## src/rtl/divider_ctrl_if.sv

```systemverilog
// Handshake, configuration and status bundle for divider_ctrl.
// The slave modport is the controller's view; the master modport is the requester's.
interface divider_ctrl_if #(
    parameter int unsigned CNT_W = 8
);
    logic             enable;
    logic             cfg_valid;
    logic [CNT_W-1:0] cfg_period;
    logic [CNT_W-1:0] cfg_on_time;
    logic             cfg_ready;
    logic             cfg_err;
    logic             div_out;
    logic             period_tick;
    logic             busy;

    modport master (
        output enable, cfg_valid, cfg_period, cfg_on_time,
        input  cfg_ready, cfg_err, div_out, period_tick, busy
    );

    modport slave (
        input  enable, cfg_valid, cfg_period, cfg_on_time,
        output cfg_ready, cfg_err, div_out, period_tick, busy
    );
endinterface

```

## src/rtl/divider_ctrl.sv

```systemverilog
// Programmable clock divider with a one-deep configuration buffer.
// Updates that arrive while running take effect only at a period wrap, so periods never mix.
module divider_ctrl #(
    parameter int unsigned CNT_W      = 8,
    parameter int unsigned DEF_PERIOD = 6,
    parameter int unsigned DEF_ON     = 3
) (
    input logic           clk,
    input logic           reset,
    divider_ctrl_if.slave bus
);
    typedef enum logic [1:0] {IDLE, RUN, STOPPING} state_t;

    localparam logic [CNT_W-1:0] RST_PERIOD = CNT_W'(DEF_PERIOD);
    localparam logic [CNT_W-1:0] RST_ON     = CNT_W'(DEF_ON);

    state_t           state, state_nx;
    logic [CNT_W-1:0] cnt, cnt_nx;
    logic [CNT_W-1:0] act_period, act_period_nx;
    logic [CNT_W-1:0] act_on, act_on_nx;
    logic [CNT_W-1:0] pend_period, pend_period_nx;
    logic [CNT_W-1:0] pend_on, pend_on_nx;
    logic             pend_valid, pend_valid_nx;
    logic             div_q;
    logic             err_q;
    logic             running;
    logic             wrap;
    logic             hs;
    logic             cfg_ok;

    assign running = (state != IDLE);
    assign wrap    = running && (cnt == act_period - CNT_W'(1));
    assign hs      = bus.cfg_valid && !pend_valid;
    assign cfg_ok  = (bus.cfg_period >= CNT_W'(2)) &&
                     (bus.cfg_on_time != '0) &&
                     (bus.cfg_on_time < bus.cfg_period);

    always_comb begin
        state_nx = state;
        cnt_nx   = '0;
        unique case (state)
            IDLE: begin
                if (bus.enable) state_nx = RUN;
            end
            RUN, STOPPING: begin
                if (wrap) begin
                    state_nx = bus.enable ? RUN : IDLE;
                end else begin
                    cnt_nx   = cnt + CNT_W'(1);
                    state_nx = bus.enable ? RUN : STOPPING;
                end
            end
            default: state_nx = IDLE;
        endcase
    end

    // A pending slot left over when the divider returns to IDLE is applied immediately.
    always_comb begin
        act_period_nx  = act_period;
        act_on_nx      = act_on;
        pend_period_nx = pend_period;
        pend_on_nx     = pend_on;
        pend_valid_nx  = pend_valid;
        if (pend_valid && (wrap || !running)) begin
            act_period_nx = pend_period;
            act_on_nx     = pend_on;
            pend_valid_nx = 1'b0;
        end
        if (hs && cfg_ok) begin
            if (running) begin
                pend_period_nx = bus.cfg_period;
                pend_on_nx     = bus.cfg_on_time;
                pend_valid_nx  = 1'b1;
            end else begin
                act_period_nx = bus.cfg_period;
                act_on_nx     = bus.cfg_on_time;
            end
        end
    end

    always_ff @(posedge clk or negedge reset) begin
        if (!reset) begin
            state       <= IDLE;
            cnt         <= '0;
            act_period  <= RST_PERIOD;
            act_on      <= RST_ON;
            pend_period <= '0;
            pend_on     <= '0;
            pend_valid  <= 1'b0;
            div_q       <= 1'b0;
            err_q       <= 1'b0;
        end else begin
            state       <= state_nx;
            cnt         <= cnt_nx;
            act_period  <= act_period_nx;
            act_on      <= act_on_nx;
            pend_period <= pend_period_nx;
            pend_on     <= pend_on_nx;
            pend_valid  <= pend_valid_nx;
            // Registered from next-state values so div_out lines up with cnt.
            div_q       <= (state_nx != IDLE) && (cnt_nx < act_on_nx);
            err_q       <= hs && !cfg_ok;
        end
    end

    assign bus.div_out     = div_q;
    assign bus.period_tick = wrap;
    assign bus.busy        = running;
    assign bus.cfg_ready   = !pend_valid;
    assign bus.cfg_err     = err_q;
endmodule

```

## src/flat_wrapper.sv

```systemverilog
// flat-port wrapper written by rule: the top's interface ports become plain ports
module divider_ctrl_flat 
#(
    parameter int unsigned CNT_W      = 8,
    parameter int unsigned DEF_PERIOD = 6,
    parameter int unsigned DEF_ON     = 3
)
  (clk, reset, bus_enable, bus_cfg_valid, bus_cfg_period, bus_cfg_on_time, bus_cfg_ready, bus_cfg_err, bus_div_out, bus_period_tick, bus_busy);
  divider_ctrl_if #(.CNT_W(CNT_W)) bus_i ();
  input logic clk;
  input logic reset;
  input wire logic [$bits(bus_i.enable)-1:0] bus_enable;
  input wire logic [$bits(bus_i.cfg_valid)-1:0] bus_cfg_valid;
  input wire logic [$bits(bus_i.cfg_period)-1:0] bus_cfg_period;
  input wire logic [$bits(bus_i.cfg_on_time)-1:0] bus_cfg_on_time;
  output wire logic [$bits(bus_i.cfg_ready)-1:0] bus_cfg_ready;
  output wire logic [$bits(bus_i.cfg_err)-1:0] bus_cfg_err;
  output wire logic [$bits(bus_i.div_out)-1:0] bus_div_out;
  output wire logic [$bits(bus_i.period_tick)-1:0] bus_period_tick;
  output wire logic [$bits(bus_i.busy)-1:0] bus_busy;
  assign bus_i.enable = bus_enable;
  assign bus_i.cfg_valid = bus_cfg_valid;
  assign bus_i.cfg_period = bus_cfg_period;
  assign bus_i.cfg_on_time = bus_cfg_on_time;
  assign bus_cfg_ready = bus_i.cfg_ready;
  assign bus_cfg_err = bus_i.cfg_err;
  assign bus_div_out = bus_i.div_out;
  assign bus_period_tick = bus_i.period_tick;
  assign bus_busy = bus_i.busy;
  divider_ctrl #(.CNT_W(CNT_W), .DEF_PERIOD(DEF_PERIOD), .DEF_ON(DEF_ON)) u_core (.clk(clk), .reset(reset), .bus(bus_i));
endmodule
```

## config.mk

```make
export PLATFORM = sky130hd
export DESIGN_NAME = divider_ctrl_flat
export DESIGN_NICKNAME = d
export VERILOG_FILES = /design/src/rtl/divider_ctrl_if.sv /design/src/rtl/divider_ctrl.sv /design/src/flat_wrapper.sv
export SDC_FILE = /design/constraint.sdc
export NUM_CORES = 1
export LEC_CHECK = 0
export ABC_AREA = 0
export CAP_MARGIN = 5
export CORE_MARGIN = 2
export CORE_UTILIZATION = 60
export DETAILED_ROUTE_END_ITERATION = 6
export PLACE_DENSITY = 0.9
export SLEW_MARGIN = 20
export SYNTH_ARGS = -nofsm -noshare
export SYNTH_HDL_FRONTEND = slang
export SYNTH_SLANG_ARGS = --single-unit
```

## constraint.sdc

```tcl
create_clock -name clk -period 5.5 [get_ports clk]
set_clock_uncertainty 0.05 [all_clocks]
set_input_delay 0.55 -clock clk [delete_from_list [all_inputs] [get_ports clk]]
set_output_delay 0.55 -clock clk [all_outputs]
set_load 0.02 [all_outputs]
```

Word level (Yosys, flattened, before mapping)
Cells that the tools add are included.
Widths: inputs -> output; s select.
- input port bits: 20
- output and inout port bits: 5
- register bits after elaboration: 45
- equality and inequality tests: 3
- add/subtract/negate cells: 2
- reductions and logical operators: 18
- order comparisons: 3
- muxes and demuxes: 16
- operators with widths (operator ; number):
    $mux 8 ; 8
    $lt 8x8->1 ; 2
    $add 8x1->8 const B ; 1
    $eq 8x8->1 ; 1
    $ge 8x2->1 const B ; 1
    $logic_and 1x1->1 ; 8
    $reduce_bool 8->1 ; 1
    $sub 8x1->8 const B ; 1
    $mux 2 ; 3
    $mux 1 ; 4
    $pmux 2 s2 ; 1
    $reduce_bool 2->1 ; 2
    $logic_not 1->1 ; 3
    $eq 2x1->1 const B ; 1
    $eq 2x2->1 const B ; 1
    $logic_not 2->1 ; 1
    $reduce_and 2->1 ; 1
    $reduce_or 2->1 ; 1
    $logic_or 1x1->1 ; 1

Depth between registers and ports, before layout
- word-level depth: 10
- mapped depth: 15

Least setup slack after synthesis
Ideal clock, no wire load.
- kind: input-to-reg
- start point: in bus_cfg_period[2]
- end point: reg u_core.div_q, in the netlist u_core.bus.div_out
- setup slack: 2219 ps
- buffers on the path: 2
- data arrival time: 3137 ps
- cell stages on the path: 15
- cells stage by stage: inv_1 ha_1 a211oi_1 o21ai_0 a2111oi_1 and2_1 buf_4 buf_4 o21a_1 ha_1 a21oi_1 nor2b_1 o21ai_0 nand3b_1 a221oi_2
- cells in the longest elaborated chain, start to end: 7
- elaborated cells on any way between the ends: 8
- ends and longest elaborated chain (element ; RTL line ; RTL):
    start: declaration ; flat_wrapper.sv:14 ; input wire logic [$bits(bus_i.cfg_period)-1:0] bus_cfg_period;
    $ge 8x2->1 ; divider_ctrl.sv:34 ; assign cfg_ok = (bus.cfg_period >= CNT_W'(2)) &&
    $logic_and 1x1->1 ; divider_ctrl.sv:34 ;
    $logic_and 1x1->1 * ; divider_ctrl.sv:35 ; (bus.cfg_on_time != '0) &&
    $logic_and 1x1->1 * ; divider_ctrl.sv:69 ; if (hs && cfg_ok) begin
    $mux 8 * ; divider_ctrl.sv:69 ;
    $lt 8x8->1 * ; divider_ctrl.sv:101 ; div_q <= (state_nx != IDLE) && (cnt_nx < act_on_nx);
    $logic_and 1x1->1 * ; divider_ctrl.sv:101 ;
    end signal: assignment ; divider_ctrl.sv:101 ;
    end: declaration ; divider_ctrl.sv:24 ; logic div_q;
Every way passes the cells marked *; elsewhere a longest branch is shown, timed or not.
A chain may end at the register's enable or synchronous reset.

Final worst setup path
Same ends and word-level chain as after synthesis.

==> results.md <==
- Outcome: finished clean
- VDD IR-drop max: 0.000324 V
- Post-synth EDFFs: 0
- Synth top area cells: dfrtp_1 39%, ha_1 9.0%, mux2_2 6.8%
- Reg2reg path depth: 13
- Yosys top cell by area: dfrtp_1
- CP required: 5.67 ns
- Total global-route track usage: 25.6%
- H-tree lvl count: 2
- Synth-to-Final Area Change: 13.3%
- Min cycle time layout: 4.19 ns
- Final Util: 69.8%
- Num rows: 24
- Largest net degree at the start of global routing: 46
- Total Wirelength: 5620 um
- Asr flop ratio synth: 100%
- Initial Utilization: 61.6%
- Clock root cell: clkbuf_8
- Total CTS buffers: 5
- CP delay by family, top: compound AO/OA/AOI/OAI gates
- Remaining DRCs: 0
- Die Ht: 70.4 um
- WP buf/inv: 3
- Hold slack: 0.182 ns
- Number of global-route vias before repair: 2017
- CP startpoint kind: input port
- Setup_tns: 0 ns
- Initial antenna violation count: 0
- Max-capacitance violation count: 0
- Via count: 1998
- Syn_nets: 295
- Post-synthesis adder-cell area fraction: 8.98%
- Grt met2 use: 43.5%
- Post-CTS setup buffer count: 0
- Slowest stage delay, CP: 0.67 ns
- Ys Warns: 0
- First-pass GRT wire length: 9780 um
- Mapped Area: 0.00265 mm2
- Slowest-stage cell, CP: a2111oi_1
- # clock sinks: 45
- Post-CTS Hold Buffers: 0
- N_diodes: 0
- Vias per std cell: 5.98
- GRT overflow: 0
- RSZ-0062 raised after global routing: false
- Post-CTS resize count: 0
- Initial drt markers: 103
- Worst path depth: 14
- Crit-path max FO: 24
- Reg-to-reg startpoint: u_core.act_period[0]$_DFF_PN0_
- Post-synth top area share: 38.8%
- Post-synthesis xor/xnor area fraction: 4.63%
- Fmax: 239 MHz
- Worst slew margin relative to its limit: 46.4%
- Endpoints failing setup: 0
- Flop2flop setup slack: 1.76 ns
- Post-synthesis mux area share: 12.9%
- Post-DP HPWL: 4330 um
- Die area: 0.00496 mm2
- GPL Wtd Cong: 0.845
- Die width: 70.4 um
- Largest family of logic cells by synthesized area: compound AO/OA/AOI/OAI gates
- Per-cell routed wire length: 16.8 um
- Distinct cell type count after synthesis: 47
- R2r endpoint: u_core.bus.div_out$_DFF_PN0_
- Crit path kind: input port to flip-flop
- Routing usage on met1: 32.4%
- Core Box Area: 0.00429 mm2
- Max Buffers Root-to-Sink: 2
- Detail Route Antenna Nets: 0
- Simple-Gate Fraction of Synth Area: 11.7%
- Nets@finish: 321
- Clk slew on worst S/H paths: 0.08 ns
- CP endpoint kind: flip-flop
- Average size of a mapped cell: 10.3 um2
- Period utilization: 76.1%
- Layout cells sized above 1: 12.4%
- Slew of the pin with the lowest slew margin: 0.801 ns
- Leak pwr: 1.39 nW
- Final Hold Viols: 0
- Pre-antenna DRT Iters: 4
- Worst min path class: input port to async pin
- Most used DFF post-synth: dfrtp_1
- Clk_lat worst skew: 0.30 ns
- Synth Instances: 256
- WP data arrival: 4.35 ns
- Met3 Usage GRT: 5.19%
- Fin. max-slew vios: 0
- Busiest grt layer: met2
- PD cells: 494 mW/mm2
- Ports: 25
- Post-synthesis compound-gate area fraction: 14.6%
- Seq cells post-synth: 45
- IO Port Bufs: 24
- CTS tree: yes
- CP Cell Sequence: clkdlybuf4s50_1 -> inv_1 -> ha_1 -> a211oi_1 -> o21ai_0 -> a2111oi_1 -> and2_1 -> buf_4 -> nand2_1 -> o21a_1 -> ha_1 -> o21ai_0 -> nor3_1 -> a221oi_2
- Sequential-to-total area share from yosys stat: 42.7%
-- cells in the final DEF, fill, tap and decap left out, drive strengths merged, types with 5 or more instances in the layout --
cell type      count
dfrtp             41
nand2             23
clkdlybuf4s50     23
o21ai             22
ha                19
inv               18
nor2              16
mux2i             16
mux2              16
xor2               9
o21a               8
a21oi              7
xnor2              5
nand3              5
clkbuf             5
-- worst register-to-register path, delay by kind of cell, from the launching register on --
family,cells,cell delay [ns]
mux,1,0.19
fa+ha+maj,1,0.31
simple gates,3,0.72
flops,1,0.45
compound gates,8,1.93
-- power breakdown --
part           switching [mW]  leakage (nW)  internal, mW  total, mW
clock                   0.114        0.0402        0.0876      0.202
combinational           0.364         0.799         0.322      0.687
sequential              0.112         0.552         0.481      0.593
total                   0.591          1.39         0.891       1.48
-- cells by family after synthesis --
kind of cell               after synthesis
and+or+nand+nor                         65
DFF                                     45
adders and majority gates               19
AOI/OAI and AO/OA                       56
muxes                                   32
buffers and inverters                   25
xor gates and xnor gates                14
-- Yosys cell counts, types with 2 or more instances --
cell / instances
dfrtp_1: 41
nand2_1: 23
ha_1: 19
inv_1: 18
mux2_2: 16
mux2i_1: 16
nor2_1: 16
o21ai_0: 10
o21ai_1: 10
xor2_1: 9
o21a_1: 8
a21oi_1: 7
nand3_1: 5
xnor2_1: 5
dfstp_2: 4
nor3_1: 4
a211oi_1: 3
clkbuf_1: 3
nor2b_1: 3
or4_1: 3
a221oi_1: 2
and3_1: 2
buf_4: 2
nand2b_1: 2
nor4_1: 2
o211ai_1: 2
-- metrics by stage --
stage	power [mW]	cell area, um2	std cells	setup slack, ns
2_1_floorplan	1.10	2650	256	2.22
3_3_place_gp	1.24	2910	327	1.26
3_5_place_dp	1.29	2910	327	1.07
4_1_cts	1.49	3000	334	1.39
5_1_grt	1.60	3000	334	0.967
6_report	1.48	3000	334	1.31
-- worst max path at each step --
stage                      start                            to  slack, ns
2_1_floorplan  bus_cfg_period[2]  u_core.bus.div_out$_DFF_PN0_       2.22
3_3_place_gp   bus_cfg_period[2]  u_core.bus.div_out$_DFF_PN0_       1.26
3_5_place_dp   bus_cfg_period[2]  u_core.bus.div_out$_DFF_PN0_       1.07
4_1_cts        bus_cfg_period[2]  u_core.bus.div_out$_DFF_PN0_       1.39
5_1_grt        bus_cfg_period[2]  u_core.bus.div_out$_DFF_PN0_       0.97
6_report       bus_cfg_period[2]  u_core.bus.div_out$_DFF_PN0_       1.31
-- state kept, by name, summed over array words and instances (netlist names) --
register            flops
u_core.act_on           8
u_core.act_period       8
u_core.cnt              8
u_core.pend_on          8
u_core.pend_period      8
u_core.state            2
u_core.bus.cfg_err      1
u_core.bus.div_out      1
u_core.pend_valid       1
-- metal layers --
metal	share of wire, %	routed length [um]
met1	45	2500
met2	51	2870
met3	2.7	150
met4	1.7	97
met5	0	0
-- area by class of cell --
cell class,count,area (um2)
multi-input cells,186,1400
fillers,314,1300
clock inverters,2,16.3
repair buffers,26,253
flip-flops and latches,45,1130
well taps,52,65.1
inverters,18,67.6
clock buffers,5,68.8
(Power assumes the default switching activity.)
==> RTL edit 1: new RTL, same settings <==
`DEF_PERIOD` is set to 6 in 2 places; all go to 4.
--- a/src/rtl/divider_ctrl.sv
+++ b/src/rtl/divider_ctrl.sv
@@ -4,3 +4,3 @@
     parameter int unsigned CNT_W      = 8,
-    parameter int unsigned DEF_PERIOD = 6,
+    parameter int unsigned DEF_PERIOD = 4,
     parameter int unsigned DEF_ON     = 3
--- a/src/flat_wrapper.sv
+++ b/src/flat_wrapper.sv
@@ -4,3 +4,3 @@
     parameter int unsigned CNT_W      = 8,
-    parameter int unsigned DEF_PERIOD = 6,
+    parameter int unsigned DEF_PERIOD = 4,
     parameter int unsigned DEF_ON     = 3
Function: changed (Yosys sat finds a counterexample within 10 cycles, from zero or initial values and one cycle with reset low).
==> RTL edit 1 against the unedited design <==
  * Largest cell class unchanged
  * Wire length fell by 0.36%
  * Critical endpoint unchanged
  * Final area down 0.13%
  * Critical path depth is the same
  * Sequential cell count stayed put
  * Worst setup slack better by 0.59 ps
  * Area after synthesis barely moved
  * Highest routed layer unchanged
  * Sequential share of layout area hardly changed
  * Power is 1.0% lower
==> RTL edit 1: results <==
group,metric,value,unit
outcome,outcome,"completed",
finish,drive_above_1_share,12.01,%
worst_setup_path,reg2reg_slack,1640,ps
yosys,synthTopCellsByArea,"dfrtp_1 40%, ha_1 9.0%, mux2_2 6.8%",
clock_tree,cts_buffers,5,
placement,placed_cell_area,2909,µm²
power_and_ir_drop,p_comb_share,46.5,%
worst_setup_path,crit_path_max_fanout,26,
yosys,async_flop_share,100.0,%
global_route,grt_pass1_wl,9508,µm
yosys,yosys-top-cells-count,"42 x dfrtp_1, 23 x nand2_1, 19 x ha_1",
yosys,muxShareOfSynthArea,12.87,%
power_and_ir_drop,leakagePower,1.398,nW
placement,dp_hpwl,4189,µm
worst_setup_path,r2r.worst_path.cells,13,
detailed_routing,drt_iter0_markers,139,
detailed_routing,firstDrtPassIters,4,
timing,slew_headroom,41.53,%
worst_setup_path,cp_slowest_cell,"a2111oi_1",
yosys,yosys.area.top_type,"dfrtp_1",
yosys,yosysSeqAreaShare,42.72,%
worst_setup_path,path_delay_family,"compound AO/OA/AOI/OAI gates",
clock_tree,clk_pin_slew,80,ps
finish,fill_cells,307,
min_path,hp-class,"in -> async",
detailed_routing,wl_per_cell,16.71,µm
placement,dp_slack,1044,ps
power_and_ir_drop,ir_drop,0.2542,mV
global_route,gr-usage-all-layers,24.82,%
yosys,synthXorXnorAreaFrac,4.636,%
global_route,grt.overflow.total,0,
yosys,synth_fa_ha_area_share,8.988,%
placement,place_congestion,0.8730,
worst_setup_path,crit_path_max_incr_delay,790,ps
yosys,yosysWarnings,0,
global_route,antenna_found_initial,0,
global_route,first_global_vias,2042,
yosys,synth-compound-area-share,14.57,%
worst_setup_path,crit_arrival,4360,ps
finish,nets,321,
detailed_routing,vias_per_cell,5.928,
clock_tree,postCtsHoldBufs,0,
power_and_ir_drop,netSwitchingFraction,39.51,%
global_route,grt_max_degree,46,
## RTL edit 1: cell count changes after synthesis
| cell | delta |
|---|---|
| dfstp_2 | -1 |
| dfrtp_1 | +1 |
## RTL edit 1: stage by stage
step                      hold WS [ps]  power (mW)  utilization (%)  std cells
after floorplan                  204.4       1.092                -        256
after global placement           439.0       1.237            67.74        327
after detailed placement         445.1       1.266            67.74        327
after CTS                        389.9       1.464            69.67        335
after global routing             238.8       1.576            69.73        335
final                            180.2       1.466            69.73        335
## RTL edit 1: how the worst max path moves through the flow
stage	depth (start not counted)	slack, ps	start	endpoint
6_report	14	1310	bus_cfg_period[2]	u_core.bus.div_out
5_1_grt	15	980	bus_cfg_period[2]	u_core.bus.div_out
4_1_cts	14	1350	bus_cfg_period[2]	u_core.bus.div_out
3_5_place_dp	14	1040	bus_cfg_period[2]	u_core.bus.div_out
3_3_place_gp	14	1230	bus_cfg_period[2]	u_core.bus.div_out
2_1_floorplan	15	2220	bus_cfg_period[2]	u_core.bus.div_out
## RTL edit 1: cell families (layout without fill, tap and decap cells)
kind of cell,Yosys count,after routing
multiplexers,32,32
buffers and inverters,25,52
AND/OR/NAND/NOR,65,65
flip-flops,45,45
adder cells (fa/ha/maj),19,19
XOR/XNOR,14,14
AO/OA/AOI/OAI,56,56
## RTL edit 1: per-layer routing
layer | share of wire, % | vias to the layer above | GRT usage [%]
li1 | - | 968 | -
met1 | 44 | 962 | 32.46
met2 | 50 | 44 | 40.57
met3 | 3.5 | 12 | 3.463
met4 | 2.1 | 0 | 11.75
met5 | 0 | - | 0
## RTL edit 1: final cells by class
class	instances	share of cell area, %
sequential	45	37.73
timing repair buffer	26	8.441
multi-input combinational	186	46.64
tap	52	2.173
clock buffer	6	2.424
clock inverter	2	0.3343
inverter	18	2.257
==> RTL edit 2: new RTL, same flow settings <==
Without the edit above. Encoding of `state_t`: now one-hot (3 bits for 3 states).
--- a/src/rtl/divider_ctrl.sv
+++ b/src/rtl/divider_ctrl.sv
@@ -11,3 +11,3 @@
 );
-    typedef enum logic [1:0] {IDLE, RUN, STOPPING} state_t;
+    typedef enum logic [2:0] {IDLE = 3'b001, RUN = 3'b010, STOPPING = 3'b100} state_t;
 
Formal check against the unedited RTL: same outputs for any inputs over 10 cycles, from zero or initial values and one cycle with reset low; not proved beyond that.
==> RTL edit 2 against the unedited design <==
  * Worst setup slack lost 610 ps
  * Cell count shrank 2.1%
  * Sequential cell count grew 1
  * Count of clock-buffer cells in the layout grew 2
  * Wire length shrank 6.8%
  * Die area shrank 3.0%
  * Non-clock buffer count shrank 1
  * Final area shrank 2.7%
  * Area after synthesis shrank 3.2%
  * First-iteration DRC count shrank 7.8%
  * Power shrank 7.4%
  * Critical path type is now reg -> reg
  * Critical endpoint unchanged
  * Largest power group is now sequential cells
==> RTL edit 2: results <==
group,metric,value,unit
outcome,outcome,"completed",
finish,fin_cells,327,
timing,slew_headroom,40.74,%
placement,dp_hpwl,3933,µm
placement,place_congestion,0.7981,
global_route,antenna_found_initial,0,
clock_tree,htree_levels,2,
worst_setup_path,crit_path_max_incr_delay,550,ps
power_and_ir_drop,ir_drop,0.3097,mV
global_route,grt_pass1_wl,8935,µm
global_route,grtUsageMet1,29.81,%
yosys,syn_nets,288,
yosys,synthTopCellsByArea,"dfrtp_1 40%, ha_1 7.8%, mux2i_1 6.3%",
yosys,async_flop_share,100.0,%
clock_tree,cts_buffers,5,
yosys,postSynthAreaPerCell,10.17,µm²
power_and_ir_drop,leakagePower,1.441,nW
detailed_routing,drt_iter0_markers,95,
worst_setup_path,path_delay_family,"compound AO/OA/AOI/OAI gates",
placement,place_inst,319,
global_route,grt_max_degree,47,
clock_tree,clock_latency,290,ps
detailed_routing,wl_per_cell,16.01,µm
global_route,gr-usage-all-layers,23.28,%
yosys,yosysSeqAreaShare,45.17,%
finish,drive_above_1_share,8.664,%
global_route,use_met2,40.06,%
yosys,yosysWarnings,0,
detailed_routing,firstDrtPassIters,4,
power_and_ir_drop,p_int,0.8721,mW
worst_setup_path,crit_cells,13,
clock_tree,ctsRootBufferMaster,"clkbuf_8",
yosys,synthDistinctLibCells,38,
yosys,ys.flop_type,"dfrtp_1",
yosys,yosys-top-cells-count,"41 x dfrtp_1, 35 x nor2_1, 18 x a21oi_1",
placement,placed_cell_area,2823,µm²
global_route,first_global_vias,1948,
placement,io_buffers,24,
detailed_routing,vias_per_cell,5.936,
worst_setup_path,crit_path_max_fanout,16,
worst_setup_path,crit_arrival,4960,ps
worst_setup_path,cp_slowest_cell,"or4_4",
finish,nets,312,
global_route,grtUsageMet3,4.360,%
RTL edit 2: cell types whose count changed in the layout (fill, tap and decap cells not counted), moves of 6 or more:
cell     unedited run  this run
nor2_1             16        35
nand2_1            23        10
a21o_1              0        11
a21oi_1             7        18
o21ai_1            10         0
o21a_1              8         0
mux2_2             16         9
xnor2_1             5        11
RTL edit 2: logic make-up after synthesis:
group	share of synthesized area [%]
AND/OR/NAND/NOR	12.89
AO/OA/AOI/OAI	14.45
flip-flops	45.17
multiplexers	10.21
buffers and inverters	3.662
XOR/XNOR	5.810
adder cells (fa/ha/maj)	7.812
RTL edit 2: area by class of cell:
type	count	area, µm²
inverters	13	48.80
clock buffers	7	86.33
repair buffers	25	245.2
well taps	50	62.56
flip-flops and latches	46	1157
multi-input cells	185	1311
fillers	268	1141
clock inverters	1	5.005
RTL edit 2: routing by layer:
| metal | vias up | share of wire, % |
|---|---|---|
| met5 | - | 0 |
| li1 | 950 | - |
| met4 | 0 | 2.2 |
| met3 | 9 | 3.3 |
| met1 | 934 | 45 |
| met2 | 48 | 50 |
RTL edit 2: worst paths after layout:
path / startpoint / end / slack [ps]
min in group clk: u_core.pend_period[2] / u_core.pend_period[2] / 440
hold reg to reg: u_core.pend_period[2] / u_core.pend_period[2] / 440
setup / recovery: u_core.act_period[0] / u_core.bus.div_out / 700
setup reg to reg: u_core.act_period[0] / u_core.bus.div_out / 700
max in group asynchronous: reset / u_core.pend_period[2] / 4820
hold / removal: reset / u_core.pend_on[2] / 200
RTL edit 2: power by group through the flow:
stage                     clock (mW)  sequential [mW]  combinational, mW
after CTS                      0.213            0.592              0.572
final                          0.207            0.593              0.572
after global placement             0            0.591              0.546
after floorplan                    0            0.572              0.443
after global routing           0.225            0.609              0.638
after detailed placement           0            0.599              0.569
RTL edit 2: through the flow:
step / util, % / setup slack [ps] / power [mW] / hold slack (ps)
floorplan: - / 1241 / 1.016 / 204.4
detailed placement: 69.57 / 754.2 / 1.168 / 427.7
global route: 71.88 / 390.3 / 1.472 / 241.7
finish: 71.88 / 700.7 / 1.372 / 197.6
global placement: 69.57 / 850.3 / 1.137 / 415.0
CTS: 71.82 / 725.4 / 1.377 / 400.8
RTL edit 2: worst register-to-register path: stages (launching register included):
cell and delay (ps):
dfrtp_1 430, or4_4 550, or4_1 410, a2111o_1 410
a2111o_1 530, a21o_1 540, mux2i_1 240, a21o_1 220
ha_1 310, a21o_1 180, a21o_1 160, a221oi_1 350
o21ai_0 140, o31ai_1 200
